$ cat src/rtl/rggen_irq_coalescer_if.sv
// Signal bundle between the RC status fields / CSR block and the interrupt coalescer.
interface rggen_irq_coalescer_if #(
    parameter int unsigned WIDTH       = 8,
    parameter int unsigned COUNT_WIDTH = 8
);
    logic [WIDTH-1:0]       i_status;
    logic [WIDTH-1:0]       i_enable;
    logic [COUNT_WIDTH-1:0] i_threshold;
    logic [COUNT_WIDTH-1:0] i_timeout;
    logic                   o_irq;
    logic [COUNT_WIDTH-1:0] o_event_count;
    logic                   o_busy;

    modport master (
        output i_status, i_enable, i_threshold, i_timeout,
        input  o_irq, o_event_count, o_busy
    );

    modport slave (
        input  i_status, i_enable, i_threshold, i_timeout,
        output o_irq, o_event_count, o_busy
    );
endinterface

$ cat src/rtl/rggen_irq_coalescer.sv
// Interrupt moderation: counts rising enabled status bits and raises an irq on
// an event-count threshold or holdoff timeout, held until the status is cleared.
module rggen_irq_coalescer #(
    parameter int unsigned WIDTH       = 8,
    parameter int unsigned COUNT_WIDTH = 8,
    parameter int unsigned PULSE_MODE  = 0
) (
    input  logic                   i_clk,
    input  logic                   i_rst_n,
    rggen_irq_coalescer_if.slave   bus
);
    typedef enum logic [1:0] {
        ST_IDLE   = 2'd0,
        ST_WAIT   = 2'd1,
        ST_ASSERT = 2'd2
    } state_t;

    localparam logic [COUNT_WIDTH-1:0] ONE = COUNT_WIDTH'(1);

    state_t                 state_q, state_d;
    logic [COUNT_WIDTH-1:0] count_q, count_d;
    logic [COUNT_WIDTH-1:0] timer_q, timer_d;
    logic [WIDTH-1:0]       status_q, status_d;
    logic                   irq_q, irq_d;
    logic                   busy_q, busy_d;

    logic [WIDTH-1:0]       masked;
    logic                   active;
    logic                   new_event;
    logic [COUNT_WIDTH-1:0] eff_threshold;
    logic [COUNT_WIDTH-1:0] count_next;
    logic [COUNT_WIDTH-1:0] timer_next;

    always_comb begin
        masked        = bus.i_status & bus.i_enable;
        active        = |masked;
        new_event     = |(masked & ~status_q);
        eff_threshold = (bus.i_threshold == '0) ? ONE : bus.i_threshold;
        timer_next    = (timer_q == '1) ? timer_q : timer_q + ONE;
        count_next    = (count_q == '1 || !new_event) ? count_q : count_q + ONE;

        status_d = masked;
        state_d  = state_q;
        count_d  = count_q;
        timer_d  = timer_q;

        case (state_q)
            ST_IDLE: begin
                count_d = '0;
                timer_d = '0;
                if (new_event) begin
                    count_d = ONE;
                    state_d = (eff_threshold == ONE) ? ST_ASSERT : ST_WAIT;
                end
            end
            ST_WAIT: begin
                if (!active) begin
                    state_d = ST_IDLE;
                    count_d = '0;
                    timer_d = '0;
                end else begin
                    count_d = count_next;
                    timer_d = timer_next;
                    if (count_next >= eff_threshold ||
                        (bus.i_timeout != '0 && timer_next >= bus.i_timeout)) begin
                        state_d = ST_ASSERT;
                    end
                end
            end
            ST_ASSERT: begin
                if (!active) begin
                    state_d = ST_IDLE;
                    count_d = '0;
                    timer_d = '0;
                end
            end
            default: begin
                state_d = ST_IDLE;
                count_d = '0;
                timer_d = '0;
            end
        endcase

        // Pulse mode also fires on fresh events during ASSERT so partial clears lose nothing.
        if (PULSE_MODE != 0) begin
            irq_d = (state_d == ST_ASSERT) &&
                    ((state_q != ST_ASSERT) || new_event);
        end else begin
            irq_d = (state_d == ST_ASSERT);
        end
        busy_d = (state_d != ST_IDLE);
    end

    always_ff @(posedge i_clk or negedge i_rst_n) begin
        if (!i_rst_n) begin
            state_q  <= ST_IDLE;
            count_q  <= '0;
            timer_q  <= '0;
            status_q <= '0;
            irq_q    <= 1'b0;
            busy_q   <= 1'b0;
        end else begin
            state_q  <= state_d;
            count_q  <= count_d;
            timer_q  <= timer_d;
            status_q <= status_d;
            irq_q    <= irq_d;
            busy_q   <= busy_d;
        end
    end

    assign bus.o_irq         = irq_q;
    assign bus.o_event_count = count_q;
    assign bus.o_busy        = busy_q;
endmodule

$ cat src/flat_wrapper.sv
// flat-port wrapper written by rule: the top's interface ports become plain ports
module rggen_irq_coalescer_flat 
#(
    parameter int unsigned WIDTH       = 8,
    parameter int unsigned COUNT_WIDTH = 8,
    parameter int unsigned PULSE_MODE  = 0
)
  (i_clk, i_rst_n, bus_i_status, bus_i_enable, bus_i_threshold, bus_i_timeout, bus_o_irq, bus_o_event_count, bus_o_busy);
  rggen_irq_coalescer_if #(.WIDTH(WIDTH), .COUNT_WIDTH(COUNT_WIDTH)) bus_i ();
  input  logic i_clk;
  input  logic i_rst_n;
  input wire logic [$bits(bus_i.i_status)-1:0] bus_i_status;
  input wire logic [$bits(bus_i.i_enable)-1:0] bus_i_enable;
  input wire logic [$bits(bus_i.i_threshold)-1:0] bus_i_threshold;
  input wire logic [$bits(bus_i.i_timeout)-1:0] bus_i_timeout;
  output wire logic [$bits(bus_i.o_irq)-1:0] bus_o_irq;
  output wire logic [$bits(bus_i.o_event_count)-1:0] bus_o_event_count;
  output wire logic [$bits(bus_i.o_busy)-1:0] bus_o_busy;
  assign bus_i.i_status = bus_i_status;
  assign bus_i.i_enable = bus_i_enable;
  assign bus_i.i_threshold = bus_i_threshold;
  assign bus_i.i_timeout = bus_i_timeout;
  assign bus_o_irq = bus_i.o_irq;
  assign bus_o_event_count = bus_i.o_event_count;
  assign bus_o_busy = bus_i.o_busy;
  rggen_irq_coalescer #(.WIDTH(WIDTH), .COUNT_WIDTH(COUNT_WIDTH), .PULSE_MODE(PULSE_MODE)) u_core (.i_clk(i_clk), .i_rst_n(i_rst_n), .bus(bus_i));
endmodule
$ cat config.mk
export PLATFORM = sky130hd
export DESIGN_NAME = rggen_irq_coalescer_flat
export DESIGN_NICKNAME = d
export VERILOG_FILES = /design/src/rtl/rggen_irq_coalescer_if.sv /design/src/rtl/rggen_irq_coalescer.sv /design/src/flat_wrapper.sv
export SDC_FILE = /design/constraint.sdc
export NUM_CORES = 1
export LEC_CHECK = 0
export ABC_AREA = 1
export BUFFER_PORTS_ARGS = -buffer_cell sky130_fd_sc_hd__buf_2
export CAP_MARGIN = 15
export CELL_PAD_IN_SITES_DETAIL_PLACEMENT = 1
export CELL_PAD_IN_SITES_GLOBAL_PLACEMENT = 1
export CORE_AREA = 10 10 84 86
export DETAILED_ROUTE_END_ITERATION = 7
export DIE_AREA = 0 0 94 96
export PLACE_DENSITY = 0.86
export RECOVER_POWER = 50
export SLEW_MARGIN = 10
export SYNTH_ARGS = -nofsm -noshare
export SYNTH_HDL_FRONTEND = slang
export SYNTH_SLANG_ARGS = --single-unit
$ cat constraint.sdc
create_clock -name i_clk -period 4 [get_ports i_clk]
set_input_delay 0.6 -clock i_clk [delete_from_list [all_inputs] [get_ports i_clk]]
set_output_delay 0.6 -clock i_clk [all_outputs]
set_load 0.02 [all_outputs]
==> flow_summary.toml, run 1 <==
[worst_setup_path]
required_ns = 4.17
endpoint_kind = "flip-flop"
cp_cell_sequence = "ha_1 -> nand2_1 -> nor2_1 -> nand2_1 -> nand2_2 -> inv_2 -> nand2_1 -> nand2_1 -> inv_1 -> ha_1 -> a21oi_1 -> nand2_1 -> a21oi_1 -> nand2_1 -> a21oi_2 -> nand2_1"
critPathArrivalTime_ns = 2.90
start_kind = "flip-flop"
cpPeakStageDelay_ns = 0.45
path_common_cell = "nand2_1"
path_class = "flip-flop to flip-flop"
slowest_stage = "dfrtp_1"
cp_max_fo = 9

[routing]
num_vias = 1995
via_per_inst = 4.750
post_drt_wl_per_cell_um = 13.84
drtIter0Drc = 35
ant_nets = 0
drt-pass1-iter-count = 4
drt-total-wl_um = 5814
drc = 0

[status]
violations = "capacitance limit"
status = "finished, violations left"

[synth]
synth_cells = 302
syn_area_mm2 = 0.002178
synth_top_area_share_pct = 32.17
ys.flop_type = "dfrtp_1"
synth_edf_count = 0
async_flop_share_pct = 100.0
synth_nets = 354
yosysTopAreaCell = "dfrtp_1"
yosys-top-cells-area = "dfrtp_1, nand2_1, ha_1, inv_1, nand3_1"
ys_seq_elements = 28
synth_cell_types = 30
ys_top_cells_by_count = "nand2_1, inv_1, dfrtp_1, nand3_1, ha_1"
synth-seq-area-share_pct = 32.17
synth_area_per_cell_um2 = 7.213
yosysMostFrequentCell = "nand2_1"
synth_warnings = 0

[die]
core_area_mm2 = 0.005405
chipHeight_um = 96
pin_count = 44
num_rows = 27
die_w_um = 94
start_util_pct = 40.30
dieArea_mm2 = 0.009024

[global_routing]
grt_pass1_vias = 2261
grt_start_max_net_pins = 29
grt_usage_pct = 13.99
grt_pass1_wl_um = 10270
antenna_found_initial = 0
overflow = 0

[cts]
clk_pin_slew_ns = 0.10
post_cts_buffers = 0
cts_inserted_buffers = 3
clock-sinks = 28
clockBufferDepth = 2
cts-root-buf = "clkbuf_8"
cts_tree = "done"
holdBufCountCts = 0
ctsResizeCount = 0
worstSkewPairLatency_ns = 0.28
h-tree-depth = 1

[pwr]
power_leakage_nw = 1.508
power_density_mw_per_mm2 = 475.0
vdd_drop_max_mv = 0.2348
p_total_mw = 1.207

[timing]
fin_worst_skew_ns = 0.008122
rsz0062_at_grt = "false"
tns_ns = 0
post-route-min-period_ns = 2.725
fmaxAchievable_mhz = 367.0
fin_crit_sh_pct = 68.12
setup_viol = 0
worstMarginPinSlew_ns = 1.487
hold_slack_ns = 0.5374
slew_headroom_pct = 0.8596
hold_viol = 0
drv_slew = 0

[layout]
area_growth_pct = 16.66
drive_above_1_share_pct = 22.41
nNetsFinal = 401
antennaDiodeCount = 0

[placement]
numPortBuffers = 43
hpwl_um = 4853
routabilityCongestion = 0.8696

[job]
maxCapViolCount = 1

[min_path]
hp-class = "input pin to flip-flop"
==> metal layers <==
metal / vias up / global-route usage [%] / part of all wire (%)
met1: 926 / 15.85 / 42
met2: 32 / 26.67 / 53
met4: 0 / 3.038 / 1.2
li1: 1030 / - / -
met5: - / 0 / 0
met3: 7 / 2.412 / 3.3
==> cell families (layout without fill, tap and decap cells) <==
logic type,Yosys count,count (layout),synth area share (%)
AO/OA/AOI/OAI,23,23,5.859
XOR/XNOR,9,9,3.964
adder cells (fa/ha/maj),18,18,10.34
buffers and inverters,65,111,11.55
flip-flops,28,28,32.17
AND/OR/NAND/NOR,159,159,36.13
==> path summary, 6_finish.rpt <==
path                                          endpoint  slack, ns  cells past startpoint                        start
setup / recovery                     u_core.bus.o_busy       1.28                     16  u_core.bus.o_event_count[0]
hold / removal                      u_core.status_q[0]       0.54                      3              bus_i_enable[0]
setup reg to reg                     u_core.bus.o_busy       1.28                     16  u_core.bus.o_event_count[0]
hold reg to reg            u_core.bus.o_event_count[7]       0.54                      2  u_core.bus.o_event_count[7]
max in group asynchronous  u_core.bus.o_event_count[1]       2.47                      1                      i_rst_n
min in group asynchronous           u_core.status_q[7]       0.66                      1                      i_rst_n
==> placed cells by master, fill, tap and decap left out, types with 5 or more instances in the layout <==
master,Yosys,routed
nand2_1,97,97
inv_1,52,56
buf_2,0,41
dfrtp_1,28,28
nand3_1,19,19
ha_1,18,18
o21ai_1,11,11
nor2_1,11,11
inv_2,12,8
xor2_1,7,7
nand3_2,7,7
a21oi_1,5,5
==> flip-flops by register name, summed over array words and instances (netlist names) <==
signal and flops:
u_core.status_q 8, u_core.bus.o_irq 1, u_core.bus.o_event_count 8, u_core.bus.o_busy 1, u_core.timer_q 8, u_core.state_q 2
==> cell type report <==
type                       count  area (um^2)
sequential                    28        700.7
fill                         724         2864
clock inverter                 1        30.03
tap                           72        90.09
clock buffer                   3        41.29
inverter                      64        240.2
timing repair buffer          43        212.7
multi-input combinational    209         1226
==> critical path, delay by kind of cell (launching register included) <==
kind / cells / cell delay [ns]
simple gates: 9 / 0.95
fa+ha+maj: 2 / 0.52
flops: 1 / 0.45
buf+inv: 2 / 0.17
compound gates: 3 / 0.51
==> metrics by stage <==
step	setup slack [ns]	instances	cell area, um^2	utilization, %
2_1_floorplan	1.588	302	2178	-
3_3_place_gp	1.275	416	2472	45.74
3_5_place_dp	1.165	416	2472	45.74
4_1_cts	1.253	420	2544	47.06
5_1_grt	0.9017	420	2541	47.01
6_report	1.275	420	2541	47.01
==> power by group <==
| group | switching, mW | internal [mW] | leakage, nW |
|---|---|---|---|
| Clock | 0.0907 | 0.134 | 0.0357 |
| Sequential | 0.0624 | 0.339 | 0.369 |
| Combinational | 0.382 | 0.199 | 1.10 |
Power figures use the tool's default switching activity.
==> inputs of run 2 (changes only) <==
- CORE_AREA: 10 10 84 86 -> 10 10 89 91
- DIE_AREA: 0 0 94 96 -> 0 0 99 101
- PLACE_DENSITY: 0.86 -> 0.8
- clock period: 4 -> 2.45 ns (I/O delays scaled with it)
==> run 2 against run 1 <==
Net effect:
- the run ends with capacitance limit, slew limit, setup timing left
- first-iteration DRC count grew 97%
- routed wire length grew 29%
- combinational power grew to 2.5 times the previous value
- largest cell class unchanged
- highest routed layer unchanged
- cell count grew 9.8%
- power grew 100%
- maximum frequency grew 6.5%
- die area grew 11%
- clock skew shrank 0.0053 ns
- sequential cell count is the same
==> flow_summary.toml, run 2 (synthesis gave the netlist of run 1 again) <==
[worst_setup_path]
path_buf_inv = 3
cp_cell_sequence = "ha_2 -> nand2_2 -> nor2_4 -> nand2_4 -> nand2_8 -> buf_6 -> nand2_2 -> nand2_1 -> inv_1 -> ha_1 -> nand2_1 -> inv_1 -> nand2_1 -> nand2_2 -> a21oi_4 -> nand2_1 -> a21oi_2 -> nand2_1"
start_kind = "flip-flop"
path_common_cell = "nand2_1"
cp_max_fo = 8
endpoint_kind = "flip-flop"
cp_top_family = "simple AND/OR/NAND/NOR gates"
critPathArrivalTime_ns = 2.73
path_class = "flip-flop to flip-flop"
slowest_stage = "dfrtp_1"
required_ns = 2.63
cpPeakStageDelay_ns = 0.40

[die]
die_w_um = 99
start_util_pct = 35.11
chipHeight_um = 101
dieArea_mm2 = 0.009999
core_area_mm2 = 0.006205
pin_count = 44
num_rows = 29

[pwr]
power_density_mw_per_mm2 = 791.3
vdd_drop_max_mv = 0.3805
power_leakage_nw = 1.718

[layout]
final_cell_area_mm2 = 0.003050
nNetsFinal = 437
drive_above_1_share_pct = 41.41
finish.utilization_pct = 49.16
area_growth_pct = 40.03
antennaDiodeCount = 0
layout_common_cells = "nand2_1, inv_1, buf_2"
final_common_cell = "nand2_1"

[timing]
worstMarginPinSlew_ns = 1.532
fin_crit_sh_pct = 104.4
drv_slew = 29
hold_viol = 0
post-route-min-period_ns = 2.559
fmaxAchievable_mhz = 390.8
fin_worst_skew_ns = 0.002845
setup_ws_ns = -0.1089
rsz0062_at_grt = "true"
setup_viol = 3
hold_slack_ns = 0.3034
slew_headroom_pct = -2.166
tns_ns = -0.2851

[routing]
num_vias = 2232
via_per_inst = 4.842
drt-pass1-iter-count = 4
drtIter0Drc = 69
ant_nets = 0
post_drt_wl_per_cell_um = 16.24
drc = 0
drt-total-wl_um = 7487

[cts]
clk_pin_slew_ns = 0.10
cts_tree = "done"
clockBufferDepth = 2
cts_inserted_buffers = 3
holdBufCountCts = 0
clock-sinks = 28
h-tree-depth = 1
cts-root-buf = "clkbuf_8"
worstSkewPairLatency_ns = 0.29

[placement]
routabilityCongestion = 0.8673
placed_area_mm2 = 0.002644
numPortBuffers = 43
hpwl_um = 5031

[global_routing]
grt_start_max_net_pins = 29
grt_pass1_vias = 2583
overflow = 0
antenna_found_initial = 0
grt_usage_pct = 14.09
grt_pass1_wl_um = 11610

[job]
maxCapViolCount = 1

[status]
status = "finished, violations left"
violations = "capacitance limit, slew limit, setup timing"

[min_path]
hp-class = "input pin to flip-flop"
## run 2: changes by cell type in the layout (fill, tap and decap cells not counted), sizes merged
| cell | delta |
|---|---|
| buf | +35 |
| bufinv | -1 |
| clkbuf | +2 |
| clkinv | +1 |
| inv | -1 |
## run 2: path summary, 6_finish.rpt
path	from	to	slack, ns	cells past startpoint
max in group asynchronous	i_rst_n	u_core.bus.o_event_count[2]	1.01	1
min in group asynchronous	i_rst_n	u_core.bus.o_event_count[3]	0.43	1
min reg2reg	u_core.bus.o_event_count[7]	u_core.bus.o_event_count[7]	0.58	2
max	u_core.bus.o_event_count[0]	u_core.bus.o_busy	-0.11	18
max reg2reg	u_core.bus.o_event_count[0]	u_core.bus.o_busy	-0.11	18
min	bus_i_status[7]	u_core.status_q[7]	0.30	3
## run 2: area by class of cell
class / instances / area (um^2)
clock buffer: 4 / 55.05
inverter: 64 / 247.7
fill: 791 / 3154
tap: 77 / 96.34
timing repair buffer: 79 / 495.5
multi-input combinational: 209 / 1454
sequential: 28 / 701.9
## run 2: worst min-delay path: stages
cell and delay [ns]:
buf_2 0.09, nand2_1 0.06, inv_1 0.05
## run 2: where the power goes
part	leakage (nW)	internal, mW	switching, mW	total (mW)
Clock	0.0288	0.145	0.159	0.303
Sequential	0.367	0.556	0.0936	0.649
Combinational	1.32	0.585	0.877	1.46
Total	1.72	1.28	1.13	2.41
## run 2: routing by layer
| layer | track usage [%] | vias to the layer above | share of wire [%] |
|---|---|---|---|
| met5 | 0 | - | 0 |
| met4 | 7.497 | 0 | 2.4 |
| met3 | 2.126 | 13 | 2.4 |
| met2 | 27.00 | 40 | 55 |
| met1 | 14.25 | 1083 | 40 |
| li1 | - | 1096 | - |
## run 2: what timing repair did
action,CTS,global route
pin swaps,21,20
resized for setup,37,25
setup endpoints to repair,4,4
setup buffers,4,11
## run 2: per-stage QoR
| stage | total power, mW | setup slack (ns) | std cells |
|---|---|---|---|
| CTS | 2.202 | -0.03222 | 451 |
| finish | 2.414 | -0.1089 | 461 |
| detailed placement | 1.743 | -0.1633 | 443 |
| global route | 2.591 | -0.2656 | 461 |
| floorplan | 1.340 | 0.03753 | 302 |
| global placement | 1.685 | -0.07791 | 443 |
==> inputs of run 3 (changes only) <==
- CORE_AREA: 10 10 89 91 -> 10 10 84 86
- DIE_AREA: 0 0 99 101 -> 0 0 94 96
- PLACE_DENSITY: 0.8 -> unset
- PLACE_DENSITY_LB_ADDON: unset -> 0.1
- clock period: 2.45 -> 2.96 ns (I/O delays scaled with it)
==> run 3 against run 2 <==
Net effect:
- clock skew about the same
- clock power up 3%
- sequential cell count unchanged
- combinational power is 46% lower
- the flow finishes with violations (capacitance limit, slew limit)
==> flow_summary.toml, run 3 (synthesis gave the netlist of run 1 again) <==
[die]
chipHeight_um = 96
dieArea_mm2 = 0.009024
core_area_mm2 = 0.005405
start_util_pct = 40.30
die_w_um = 94
num_rows = 27
pin_count = 44

[cts]
worstSkewPairLatency_ns = 0.28
clock-sinks = 28
ctsResizeCount = 0
cts_tree = "done"
post_cts_buffers = 0
cts-root-buf = "clkbuf_8"
cts_inserted_buffers = 3
holdBufCountCts = 0
clk_pin_slew_ns = 0.10
h-tree-depth = 1
clockBufferDepth = 2

[timing]
hold_viol = 0
post-route-min-period_ns = 2.605
tns_ns = 0
hold_slack_ns = 0.3741
drv_slew = 29
setup_viol = 0
slew_headroom_pct = -8.669
fin_crit_sh_pct = 88.01
fin_worst_skew_ns = 0.002686
worstMarginPinSlew_ns = 1.630
rsz0062_at_grt = "false"
fmaxAchievable_mhz = 383.8
setup_ws_ns = 0.3548

[global_routing]
grt_usage_pct = 13.62
use_met3_pct = 3.346
grt_pass1_vias = 2181
busiest_layer = "met2"
antenna_found_initial = 0
grt_start_max_net_pins = 29
overflow = 0
grt_use_met2_pct = 23.79
grt_pass1_wl_um = 9998
use_met1_pct = 16.44

[routing]
drc = 0
drt-pass1-iter-count = 4
num_vias = 2006
drt-total-wl_um = 5877
via_per_inst = 4.754
post_drt_wl_per_cell_um = 13.93
drtIter0Drc = 30
ant_nets = 0

[pwr]
power_leakage_nw = 1.513
vdd_drop_max_mv = 0.2426
p_total_mw = 1.641
power_density_mw_per_mm2 = 641.8

[min_path]
whs_endpoint = "u_core.status_q[0]"
hp-class = "input pin to flip-flop"
min_from = "bus_i_enable[0]"
whs_path_depth = 3

[job]
maxCapViolCount = 1

[worst_setup_path]
cp_max_fo = 9
path_class = "flip-flop to flip-flop"
endpoint_kind = "flip-flop"
r2r_end = "u_core.bus.o_busy"
regToRegSetupSlack_ns = 0.35
reg2reg_depth = 17
required_ns = 3.14
critPathArrivalTime_ns = 2.78
r2r_start = "u_core.bus.o_event_count[0]"
start_kind = "flip-flop"

[status]
status = "finished, violations left"
violations = "capacitance limit, slew limit"

[placement]
routabilityCongestion = 0.7790
placed_cells = 418
numPortBuffers = 43
dp_slack_ns = 0.2202
placed_area_mm2 = 0.002487
hpwl_um = 4847

[layout]
final_common_cell = "nand2_1"
nNetsFinal = 403
finish.utilization_pct = 47.29
antennaDiodeCount = 0
fillers = 733
final_cell_area_mm2 = 0.002556
finalNonFillerCells = 422
area_growth_pct = 17.35
drive_above_1_share_pct = 22.86
layout_common_cells = "nand2_1, inv_1, buf_2"
seqCellArea_um2 = 700.7
multiInputGateArea_mm2 = 0.001226
==> run 3: changes by cell type in the layout (fill, tap and decap cells not counted), sizes merged <==
| cell | before | now |
|---|---|---|
| buf | 76 | 43 |
| clkbuf | 7 | 5 |
| bufinv | 0 | 1 |
==> run 3: critical path, stage by stage (launching register included) <==
cell      delay [ns]
dfrtp_1         0.43
ha_1            0.24
nand2_1         0.07
nor2_1          0.15
nand2_1         0.09
nand2_2         0.17
inv_2           0.11
nand2_1         0.10
nand2_1         0.06
inv_1           0.06
ha_1            0.24
nand2_1         0.07
nand2_1         0.04
o21bai_1        0.14
a21oi_1         0.18
nand2_1         0.10
a21oi_2         0.18
nand2_1         0.06
==> run 3: routing by layer <==
layer  routed length, um  vias to the layer above  part of all wire (%)
li1                    -                     1034                     -
met1                2745                      938                    47
met2                2841                       30                    48
met3                 247                        4                   4.2
met4                  42                        0                  0.71
met5                   0                        -                     0
==> run 3: worst max path at each step <==
stage	start	to	slack, ns	cells past startpoint
floorplan	u_core.bus.o_event_count[1]	u_core.bus.o_busy	0.55	17
global placement	bus_i_status[2]	u_core.bus.o_busy	0.32	18
detailed placement	bus_i_enable[2]	u_core.bus.o_busy	0.22	18
CTS	u_core.bus.o_event_count[0]	u_core.bus.o_busy	0.34	17
global route	u_core.bus.o_event_count[0]	u_core.bus.o_irq	0.05	17
finish	u_core.bus.o_event_count[0]	u_core.bus.o_busy	0.35	17
==> run 3: report_power, final <==
part           internal, mW  switching (mW)
Combinational         0.270           0.518
Clock                 0.181           0.132
Sequential            0.459          0.0809
Total                 0.910           0.730
==> run 3: final cells by class <==
type | count | area share (%)
timing repair buffer | 45 | 8.908
clock inverter | 1 | 1.175
sequential | 28 | 27.41
clock buffer | 3 | 1.615
tap | 72 | 3.524
multi-input combinational | 209 | 47.97
inverter | 64 | 9.398
